$ cat src/rtl/dbg_run_ctrl.sv
`default_nettype none
// ============================================================================
//  Module   : dbg_run_ctrl
//  Purpose  : Run-control sequencer for the debug core (sys_clk domain).
//             Arbitrates single-cycle halt/step/resume/reset command strobes
//             with fixed priority (reset > halt/breakpoint > step > resume).
//             It drives the registered clock-enable for the clock-gate latch,
//             runs counted multi-cycle steps and stretches the debug-module
//             reset pulse.
//  Build option:
//             DBG_BREAKPOINT_EN - when defined, bp_hit acts as a halt request
//             in RUN and aborts an active step. When undefined, bp_hit is
//             ignored.
//  Ports    :
//    sys_clk     in   system clock, rising edge
//    dbg_rst     in   asynchronous active-low reset
//    halt_stb    in   one-cycle halt request
//    step_stb    in   one-cycle step request
//    resume_stb  in   one-cycle resume request
//    reset_stb   in   one-cycle logic-reset request
//    step_count  in   cycles per step (0 counts as 1), sampled on step accept
//    bp_hit      in   level breakpoint from the core
//    clk_en      out  registered enable to the clock-gate latch
//    dm_reset    out  registered debug-module reset
//    halted      out  high while in HALT
//    step_done   out  one-cycle pulse when a step completes by count
//    cmd_drop    out  one-cycle pulse when any strobe is ignored
//    state       out  current state (RUN=00 HALT=01 STEP=10 RST=11)
//  Revision : 1.0 - initial release
// ============================================================================
module dbg_run_ctrl #(
    parameter int STEP_W       = 8,
    parameter int RESET_CYCLES = 4
) (
    input  logic              sys_clk,
    input  logic              dbg_rst,
    input  logic              halt_stb,
    input  logic              step_stb,
    input  logic              resume_stb,
    input  logic              reset_stb,
    input  logic [STEP_W-1:0] step_count,
    input  logic              bp_hit,
    output logic              clk_en,
    output logic              dm_reset,
    output logic              halted,
    output logic              step_done,
    output logic              cmd_drop,
    output logic [1:0]        state
);

    // Reset counter only needs to hold RESET_CYCLES-1.
    localparam int RST_W = (RESET_CYCLES > 1) ? $clog2(RESET_CYCLES) : 1;
    localparam logic [RST_W-1:0]  c_rst_load = RST_W'(RESET_CYCLES - 1);
    localparam logic [RST_W-1:0]  c_rst_one  = RST_W'(1);
    localparam logic [STEP_W-1:0] c_step_one = STEP_W'(1);

    typedef enum logic [1:0] {
        ST_RUN  = 2'b00,
        ST_HALT = 2'b01,
        ST_STEP = 2'b10,
        ST_RST  = 2'b11
    } state_t;

    state_t            r_state;
    state_t            r_ret;
    logic [STEP_W-1:0] r_step_cnt;
    logic [RST_W-1:0]  r_rst_cnt;
    logic              r_clk_en;
    logic              r_dm_reset;
    logic              r_halted;
    logic              r_step_done;
    logic              r_cmd_drop;

    state_t            w_state_nxt;
    state_t            w_ret_nxt;
    logic [STEP_W-1:0] w_step_cnt_nxt;
    logic [RST_W-1:0]  w_rst_cnt_nxt;
    logic              w_step_done_nxt;
    logic              w_cmd_drop_nxt;
    logic [STEP_W-1:0] w_step_load;
    logic              w_bp_halt;

`ifdef DBG_BREAKPOINT_EN
    assign w_bp_halt = bp_hit;
`else
    logic w_unused_bp;
    assign w_unused_bp = bp_hit;
    assign w_bp_halt   = 1'b0;
`endif

    // The counter holds "remaining cycles minus one", so a count of zero
    // still yields one enabled cycle and the maximum count never wraps.
    assign w_step_load = (step_count == '0) ? '0 : (step_count - c_step_one);

    // State and registered outputs
    always_ff @(posedge sys_clk or negedge dbg_rst) begin
        if (!dbg_rst) begin
            r_state     <= ST_RUN;
            r_ret       <= ST_RUN;
            r_step_cnt  <= '0;
            r_rst_cnt   <= '0;
            r_clk_en    <= 1'b1;
            r_dm_reset  <= 1'b0;
            r_halted    <= 1'b0;
            r_step_done <= 1'b0;
            r_cmd_drop  <= 1'b0;
        end else begin
            r_state     <= w_state_nxt;
            r_ret       <= w_ret_nxt;
            r_step_cnt  <= w_step_cnt_nxt;
            r_rst_cnt   <= w_rst_cnt_nxt;
            // Outputs are decoded from the next state so they change on the
            // same edge as the state itself.
            r_clk_en    <= (w_state_nxt != ST_HALT);
            r_dm_reset  <= (w_state_nxt == ST_RST);
            r_halted    <= (w_state_nxt == ST_HALT);
            r_step_done <= w_step_done_nxt;
            r_cmd_drop  <= w_cmd_drop_nxt;
        end
    end

    // Next-state and arbitration
    always_comb begin
        w_state_nxt     = r_state;
        w_ret_nxt       = r_ret;
        w_step_cnt_nxt  = r_step_cnt;
        w_rst_cnt_nxt   = r_rst_cnt;
        w_step_done_nxt = 1'b0;
        w_cmd_drop_nxt  = 1'b0;

        case (r_state)
            ST_RUN: begin
                if (reset_stb) begin
                    w_state_nxt    = ST_RST;
                    w_ret_nxt      = ST_RUN;
                    w_rst_cnt_nxt  = c_rst_load;
                    w_cmd_drop_nxt = halt_stb | step_stb | resume_stb;
                end else if (halt_stb | w_bp_halt) begin
                    w_state_nxt    = ST_HALT;
                    w_cmd_drop_nxt = step_stb | resume_stb;
                end else begin
                    w_cmd_drop_nxt = step_stb | resume_stb;
                end
            end

            ST_HALT: begin
                if (reset_stb) begin
                    w_state_nxt    = ST_RST;
                    w_ret_nxt      = ST_HALT;
                    w_rst_cnt_nxt  = c_rst_load;
                    w_cmd_drop_nxt = halt_stb | step_stb | resume_stb;
                end else if (step_stb) begin
                    w_state_nxt    = ST_STEP;
                    w_step_cnt_nxt = w_step_load;
                    w_cmd_drop_nxt = halt_stb | resume_stb;
                end else if (resume_stb) begin
                    w_state_nxt    = ST_RUN;
                    w_cmd_drop_nxt = halt_stb;
                end else begin
                    w_cmd_drop_nxt = halt_stb;
                end
            end

            ST_STEP: begin
                w_cmd_drop_nxt = step_stb | resume_stb;
                if (reset_stb) begin
                    w_state_nxt    = ST_RST;
                    w_ret_nxt      = ST_HALT;
                    w_rst_cnt_nxt  = c_rst_load;
                    w_cmd_drop_nxt = halt_stb | step_stb | resume_stb;
                end else if (halt_stb | w_bp_halt) begin
                    // Abort: remaining count is discarded, no completion pulse.
                    w_state_nxt    = ST_HALT;
                    w_step_cnt_nxt = '0;
                end else if (r_step_cnt == '0) begin
                    w_state_nxt     = ST_HALT;
                    w_step_done_nxt = 1'b1;
                end else begin
                    w_step_cnt_nxt = r_step_cnt - c_step_one;
                end
            end

            ST_RST: begin
                // A repeated reset does not restart the stretch counter.
                w_cmd_drop_nxt = reset_stb | step_stb | resume_stb;
                if (halt_stb) begin
                    w_ret_nxt = ST_HALT;
                end
                if (r_rst_cnt == '0) begin
                    w_state_nxt = halt_stb ? ST_HALT : r_ret;
                end else begin
                    w_rst_cnt_nxt = r_rst_cnt - c_rst_one;
                end
            end

            default: begin
                w_state_nxt = ST_RUN;
            end
        endcase
    end

    assign clk_en    = r_clk_en;
    assign dm_reset  = r_dm_reset;
    assign halted    = r_halted;
    assign step_done = r_step_done;
    assign cmd_drop  = r_cmd_drop;
    assign state     = r_state;

endmodule
`default_nettype wire

$ cat config.mk
export PLATFORM = sky130hd
export DESIGN_NAME = dbg_run_ctrl
export DESIGN_NICKNAME = d
export VERILOG_FILES = /design/src/rtl/dbg_run_ctrl.sv
export SDC_FILE = /design/constraint.sdc
export NUM_CORES = 1
export LEC_CHECK = 0
export ABC_AREA = 1
export CAP_MARGIN = 10
export CELL_PAD_IN_SITES_DETAIL_PLACEMENT = 0
export CELL_PAD_IN_SITES_GLOBAL_PLACEMENT = 2
export CORE_AREA = 3 3 91 58
export CTS_CLUSTER_DIAMETER = 100
export DETAILED_ROUTE_END_ITERATION = 10
export DIE_AREA = 0 0 94 61
export PLACE_DENSITY_LB_ADDON = 0.1
export SKIP_LAST_GASP = 1
export SYNTH_ARGS = -nofsm -noshare
export SYNTH_HDL_FRONTEND = slang
export SYNTH_SLANG_ARGS = --single-unit
$ cat constraint.sdc
create_clock -name sys_clk -period 3 [get_ports sys_clk]
set_clock_uncertainty 0.15 [all_clocks]
set_input_delay 0.45 -clock sys_clk [delete_from_list [all_inputs] [get_ports sys_clk]]
set_output_delay 0.45 -clock sys_clk [all_outputs]
set_load 0.02 [all_outputs]
After elaboration in Yosys (flattened, before gate mapping)
Cells that the tools add are included.
{"block": "word_totals", "ff_bits": 19, "inputBits": 15, "output_inout_bits": 7, "elab_cells": 75}
{"block": "classes", "addsub": 3, "eq_ne": 14, "n_mux": 32, "n_bitwise": 6, "reduce_logical": 11}
{"op": "8-bit two-way mux", "n": 6}
{"op": "2-bit two-way mux", "n": 14}
{"op": "8-bit logical NOT", "n": 2}
{"op": "8-bit case mux with 2 select lines", "n": 1}
{"op": "8-bit by 1-bit subtractor with 8-bit output (second input constant)", "n": 2}
{"op": "2-bit inequality test (second input constant)", "n": 5}
{"op": "2-bit case mux with 4 select lines", "n": 1}
{"op": "1-bit two-way mux", "n": 7}
{"op": "2-bit equality test (second input constant)", "n": 3}
{"op": "2-bit by 1-bit inequality test with 1-bit output (second input constant)", "n": 3}
{"op": "1-bit OR", "n": 6}
{"op": "2-bit case mux with 3 select lines", "n": 1}
{"op": "5-bit AND reduction", "n": 1}
{"op": "2-bit by 1-bit equality test with 1-bit output (second input constant)", "n": 2}
{"op": "2-bit logical NOT", "n": 2}
{"op": "2-bit case mux with 2 select lines", "n": 1}
{"op": "2-bit AND reduction", "n": 2}
{"op": "2-bit OR reduction", "n": 2}
{"op": "3-bit inequality test (second input constant)", "n": 1}
{"op": "1-bit case mux with 3 select lines", "n": 1}
{"op": "3-bit OR reduction", "n": 1}
{"op": "2-bit nonzero test", "n": 1}
{"op": "2-bit by 1-bit subtractor with 2-bit output (second input constant)", "n": 1}

Depth between registers and ports, before layout
Gate-level depths: netlist (run 1).
{"block": "logic_depth", "ltp_word": 6, "depth_mapped": 11, "depth_no_buf": 11}

Worst setup path before layout (run 1)
OpenSTA, ideal clock, no wires.
{"block": "synth_timing", "path_kind": "flip-flop to flip-flop", "startpoint": "register r_state[0], in the netlist state[0]", "endpoint": "register r_step_cnt[4]", "setup_ns": 0.124, "t_arrival_ns": 1.506, "t_required_ns": 2.726, "slack_ns": 1.220, "path_stages_with_launch": 9, "path_buffers": 0, "synth_period_minus_slack_ns": 1.780, "path_cell_list": "dfrtp_1 > inv_1 > ha_1 > nand2_4 > inv_2 > nand3_4 > nand3_4 > o21ai_1 > o21ai_1"}
{"block": "synth_via", "elab_chain_cells": 3, "word_cells_on_any_way": 9, "cone_classes": "eq/ne (6); mux (1); reduce/logical (2)"}
{"item": "start, declared", "line_no": "64", "source": "state_t r_state;"}
{"item": "start signal, assigned", "line_no": "108", "source": "r_state <= w_state_nxt;"}
{"item": "2-bit equality test / 2-bit by 1-bit equality test with 1-bit output (equally long branches)", "line_no": "131", "source": "case (r_state)"}
{"item": "3-bit inequality test (no line) (tied with other cells)"}
{"item": "5-bit AND reduction (no line)"}
{"item": "end signal, assigned", "line_no": "110", "source": "r_step_cnt <= w_step_cnt_nxt;"}
{"item": "end, declared", "line_no": "66", "source": "logic [STEP_W-1:0] r_step_cnt;"}
Several ways; a longest one is shown, not always the timed one.
A chain may end at the register's enable or synchronous reset.

Worst setup path in the final report (run 1)
{"block": "layout_timing", "startpoint": "register r_clk_en, in the netlist clk_en", "endpoint": "output port clk_en"}
{"item": "start, declared", "line_no": "68", "source": "logic r_clk_en;"}
{"item": "start signal, assigned", "line_no": "114", "source": "r_clk_en <= (w_state_nxt != ST_HALT);"}
{"item": "end, declared", "line_no": "43", "source": "output logic clk_en,"}
No word-level cell between the ends.

==> results of run 1 <==
==> routing by layer <==
layer  global-route usage (%)  routed length (microns)  vias to the layer above
li1                         -                        -                      705
met1                     22.9                     2120                      597
met2                     17.7                     1240                       29
met3                     3.72                      213                        2
met4                     1.85                       18                        0
met5                        0                        0                        -
==> power breakdown <==
group	internal (mW)	total (mW)	switching, mW
logic	0.344	0.951	0.608
registers	0.370	0.450	0.0795
clock network	0.0925	0.183	0.0905
total	0.806	1.58	0.778
==> sequential cells by signal, indices dropped and copies added, names as in the netlist <==
register,count
step_done,1
halted,1
clk_en,1
dm_reset,1
r_step_cnt,8
r_ret,2
cmd_drop,1
r_rst_cnt,2
state,2
==> cells by family after synthesis <==
logic type / synth area share [%]
buffers and inverters: 9.67
flip-flops: 33.5
AND/OR/NAND/NOR: 32.2
XOR/XNOR: 1.85
AO/OA/AOI/OAI: 14.9
adder cells (fa/ha/maj): 7.91
==> stage by stage <==
step           util [%]  cells
2_1_floorplan         -    205
3_5_place_dp       37.6    287
6_report           38.6    291
4_1_cts            38.6    291
3_3_place_gp       37.6    287
5_1_grt            38.6    291
==> final timing paths <==
path | start | end | slack (ns) | depth (start not counted)
setup / recovery | clk_en | clk_en | 1.02 | 1
hold / removal | r_step_cnt[1] | r_step_cnt[1] | 0.33 | 2
setup reg to reg | state[0] | r_step_cnt[7] | 1.05 | 9
hold reg to reg | r_step_cnt[1] | r_step_cnt[1] | 0.33 | 2
max in group asynchronous | dbg_rst | r_ret[1] | 1.59 | 1
min in group asynchronous | dbg_rst | r_rst_cnt[1] | 0.55 | 1
==> placed cells by master, fill, tap and decap left out, types with 2 or more instances in the layout <==
cell | Yosys | layout
ha_1 | 9 | 9
dfrtp_1 | 18 | 18
nor3_1 | 2 | 2
a21oi_2 | 2 | 2
o21bai_1 | 2 | 2
o21ai_1 | 4 | 4
nand3_4 | 2 | 2
nand2_1 | 55 | 55
inv_1 | 30 | 30
o21ai_0 | 13 | 13
nand2_2 | 3 | 3
o22ai_1 | 3 | 3
clkbuf_8 | 0 | 3
nand4_1 | 2 | 2
a21oi_1 | 9 | 9
xor2_1 | 2 | 2
nand3_1 | 12 | 12
o211ai_1 | 2 | 2
nor2_1 | 23 | 23
clkdlybuf4s50_1 | 0 | 20
inv_2 | 3 | 3
==> layout make-up <==
type	count	area [sq um]	area share, %
Timing Repair Buffer	20	200	11.5
Inverter	34	133	7.60
Tap cell	63	78.8	4.52
Multi-Input combinational cell	151	810	46.4
Sequential cell	19	477	27.3
Clock buffer	3	41.3	2.37
Clock inverter	1	5.00	0.287
==> metrics.csv, run 1 <==
metric;value;unit
ir_worst_vdd;0.000384;V
fill_cells;506;
powerDensity;908;nW/um^2
clk_latency;0.26;ns
tightest_slew;0.917;ns
grt_pass1_wl;6090;microns
yosysWarnings;0;
hold_violations;0;
clkSlewWorstSetupHoldPaths;0.07;ns
period_needed;1.98;ns
synth-async-reset-ratio;100;%
cts-root-buf;clkbuf_8;
cap_violations;0;
core;4520;sq um
drc;0;
wire_per_inst;12.3;microns
io_pins;22;
initial_utilization;31.5;%
leakage;0.859;nW
cp_max_fo;1;
synth_cell_types;28;
synth_top_area_share;31.6;%
final.setup.tns;0;ns
whs;0.330;ns
setup_viol;0;
synth_area_per_cell;6.95;sq um
critPathBufInv;1;
syn_area;1420;sq um
vias;1333;
post_cts_buffers;0;
drv_slew;0;
startpoint_type;register;
slowest_stage;clkdlybuf4s50_1;
area_growth;22.5;%
first_pass_iters;4;
worstPathRequired;2.40;ns
clockBufferDepth;2;
final_cell_area;1740;sq um
htree_levels;1;
critPathArrivalTime;1.38;ns
dp_hpwl;2960;microns
slew_headroom;38.7;%
worst_slack;1.02;ns
cp_cell_sequence;clkdlybuf4s50_1;
drive_above_1_share;8.77;%
die_h;61;microns
synth_cells;205;
grt.total_usage;13.9;%
die_area;5730;sq um
total_power;1.58;mW
ant_nets;0;
crit_family;buffers and inverters;
crit_path_end_kind;primary output;
dp_slack;0.843;ns
drt-initial-drc-count;107;
antenna_found_initial;0;
clock-sinks;19;
post-route-period-util;66.0;%
via_per_inst;4.58;
wirelength;3590;microns
antenna_cells;0;
grt_max_degree;20;
slowest_delay;0.59;ns
yosys-top-cells-area;dfrtp_1 (32%), nand2_1 (14%), ha_1 (7.9%);
synth_area_leader_cell;dfrtp_1;
cts_tree;yes;
place_area;1700;sq um
die_w;94;microns
synthFlopType;dfrtp_1;
synth_edf_count;0;
nets;253;
ctsResizeCount;0;
overflow;0;
synth-seq-cells;19;
gp_congestion;0.843;
mappedNetlistNets;229;
min-delay-path-class;reg -> reg;
synth_most_common_cell;nand2_1;
grt_pass1_vias;1237;
synth_common_cells;nand2_1 (55), inv_1 (30), nor2_1 (23);
row_count;19;
max_freq;505;MHz
seq_area_frac_synth;33.5;%
numCtsBuffers;3;
numPortBuffers;20;
status;complete, no violations;
path_class;reg -> out;
rsz0062_at_grt;false;
cts_hold_buf;0;
Power figures use the tool's default switching activity.
==> run 2, diff against run 1 <==
--- a/config.mk
+++ b/config.mk
@@ -9,10 +9,10 @@
 export CAP_MARGIN = 10
 export CELL_PAD_IN_SITES_DETAIL_PLACEMENT = 0
 export CELL_PAD_IN_SITES_GLOBAL_PLACEMENT = 2
-export CORE_AREA = 3 3 91 58
+export CORE_AREA = 3 3 95 61
 export CTS_CLUSTER_DIAMETER = 100
 export DETAILED_ROUTE_END_ITERATION = 10
-export DIE_AREA = 0 0 94 61
+export DIE_AREA = 0 0 98 64
 export PLACE_DENSITY_LB_ADDON = 0.1
 export SKIP_LAST_GASP = 1
 export SYNTH_ARGS = -nofsm -noshare
==> constraint.sdc (replaced) <==
create_clock -name sys_clk -period 2 [get_ports sys_clk]
set_clock_uncertainty 0.15 [all_clocks]
set_input_delay 0.3 -clock sys_clk [delete_from_list [all_inputs] [get_ports sys_clk]]
set_output_delay 0.3 -clock sys_clk [all_outputs]
set_load 0.02 [all_outputs]
==> run 2 against run 1 <==
  * Critical path depth is 1 higher
  * Setup slack worse by 0.87 ns
  * Total power increased by 56%
  * Clock-buffer cell count stayed put
  * Critical endpoint is now state[1]
==> metrics.csv, run 2 (synthesized netlist as in run 1, its figures left out) <==
metric;value;unit;change
clockBufferDepth;2;;unchanged
numCtsBuffers;3;;unchanged
drt-initial-drc-count;69;;-36%
via_per_inst;4.57;;-0.18%
htree_levels;1;;unchanged
min-delay-path-class;in -> async;;
rsz0062_at_grt;false;;
largest-register;r_step_cnt;;
numPortBuffers;20;;unchanged
cts_tree;yes;;
cts-root-buf;clkbuf_8;;
max_freq;541;MHz;
period_needed;1.85;ns;
cp_cell_sequence;buf_4, clkdlybuf4s50_1;;
fill_cells;521;;+3.0%
drive_above_1_share;12.6;%;+3.8 points
regToRegStartpoint;state[1];;
die_area;6270;sq um;+9.4%
critPathBufInv;2;;+1
dp_slack;0.0676;ns;-0.775 ns
r2r_slack;0.20;ns;-0.85 ns
critPathArrivalTime;1.40;ns;+0.02 ns
crit_path_end_kind;primary output;;
grt_pass1_wl;6510;microns;+7.0%
grt.total_usage;13.0;%;-0.95 points
layout_common_cells;nand2_1 (55), inv_1 (30), nor2_1 (23), clkdlybuf4s50_1 (20), dfrtp_1 (18);;
drc;0;;unchanged
io_pins;22;;unchanged
cap_violations;0;;unchanged
first_pass_iters;4;;unchanged
slowest_delay;0.59;ns;about the same
area_growth;28.0;%;
startpoint_type;register;;
wire_per_inst;12.4;microns;+0.15%
final.setup.tns;0;ns;unchanged
leakage;0.906;nW;+5.5%
cp_max_fo;3;;+2
worstPathRequired;1.55;ns;-0.85 ns
die_w;98;microns;+4.3%
tightest_slew;0.312;ns;-0.605 ns
clk_latency;0.26;ns;about the same
die_h;64;microns;+4.9%
grt_pass1_vias;1338;;+8.2%
slew_headroom;79.0;%;+40 points
row_count;20;;+1
largest_reg_flops;8;;unchanged
post_cts_buffers;0;;unchanged
crit_family;buffers and inverters;;
drv_slew;0;;unchanged
ir_worst_vdd;0.000765;V;+99%
status;complete, no violations;;
initial_utilization;28.6;%;-2.9 points
overflow;0;;unchanged
ant_nets;0;;unchanged
antenna_cells;0;;unchanged
clkSlewWorstSetupHoldPaths;0.08;ns;about the same
vias;1390;;+4.3%
timing.rr.end;dm_reset;;
slowest_stage;clkdlybuf4s50_1;;
grt_max_degree;20;;unchanged
worst_slack;0.151;ns;-0.870 ns
post-route-period-util;92.5;%;
gp_congestion;0.826;;-2.1%
nets;263;;+4.0%
setup_viol;0;;unchanged
wirelength;3760;microns;+4.6%
hold_violations;0;;unchanged
worst-r2r-cell-count;10;;+1
cts_hold_buf;0;;unchanged
path_class;reg -> out;;
core;4980;sq um;+10%
ctsResizeCount;0;;unchanged
final_common_cell;nand2_1;;
total_power;2.47;mW;+56%
powerDensity;1360;nW/um^2;+49%
clock-sinks;19;;unchanged
antenna_found_initial;0;;unchanged
dp_hpwl;3120;microns;+5.5%
run 2: area by class of cell:
cell class | instances | area [sq um] | share of cell area [%]
multi-input cells | 151 | 810 | 44.4
flip-flops and latches | 19 | 477 | 26.1
repair buffers | 30 | 275 | 15.1
inverters | 34 | 133 | 7.28
well taps | 66 | 82.6 | 4.53
clock buffers | 3 | 41.3 | 2.26
clock inverters | 1 | 5.00 | 0.275
run 2: report_power, final:
| part | total (mW) | switching, mW | internal [mW] | leakage, nW |
|---|---|---|---|---|
| sequential | 0.656 | 0.101 | 0.555 | 0.233 |
| clock | 0.278 | 0.139 | 0.139 | 0.0255 |
| combinational | 1.54 | 0.951 | 0.590 | 0.647 |
run 2: layer usage:
layer	GRT usage, %	vias to the layer above	wire (microns)
li1	-	726	-
met1	21.2	638	2280
met2	17.0	26	1310
met3	3.16	0	167
met4	1.55	0	0
met5	0	-	0
run 2: worst reg2reg max path, stage by stage, from the launching register on:
cell	delay (ns)
dfrtp_1	0.42
buf_4	0.16
ha_1	0.26
nand2_1	0.12
inv_1	0.06
nand2_1	0.06
o211ai_1	0.07
nor2_1	0.11
nand2_1	0.12
nand2_1	0.12
nor2_1	0.05
run 2: worst max path at each step:
stage	startpoint	endpoint	slack (ns)	cells past startpoint
floorplan	state[0]	r_step_cnt[4]	0.22	8
global placement	step_count[0]	r_step_cnt[3]	0.07	9
detailed placement	step_count[0]	r_step_cnt[3]	0.07	9
CTS	state[1]	state[1]	0.13	2
global route	state[0]	halted	0.01	10
finish	state[1]	state[1]	0.15	2
run 2: through the flow:
step,cell area [sq um],hold WS [ns],util (%),instances
floorplan,1420,-0.146,-,205
global placement,1780,0.319,35.7,300
detailed placement,1780,0.336,35.7,300
CTS,1820,0.241,36.6,304
global route,1820,0.254,36.6,304
finish,1820,0.229,36.6,304
==> run 3, diff against run 2 <==
--- a/config.mk
+++ b/config.mk
@@ -13,6 +13,7 @@
 export CTS_CLUSTER_DIAMETER = 100
 export DETAILED_ROUTE_END_ITERATION = 10
 export DIE_AREA = 0 0 98 64
+export GPL_ROUTABILITY_DRIVEN = 0
 export PLACE_DENSITY_LB_ADDON = 0.1
 export SKIP_LAST_GASP = 1
 export SYNTH_ARGS = -nofsm -noshare
==> results of run 3 <==
Same layout as run 2: the final DEF is identical, and so are final timing and power.
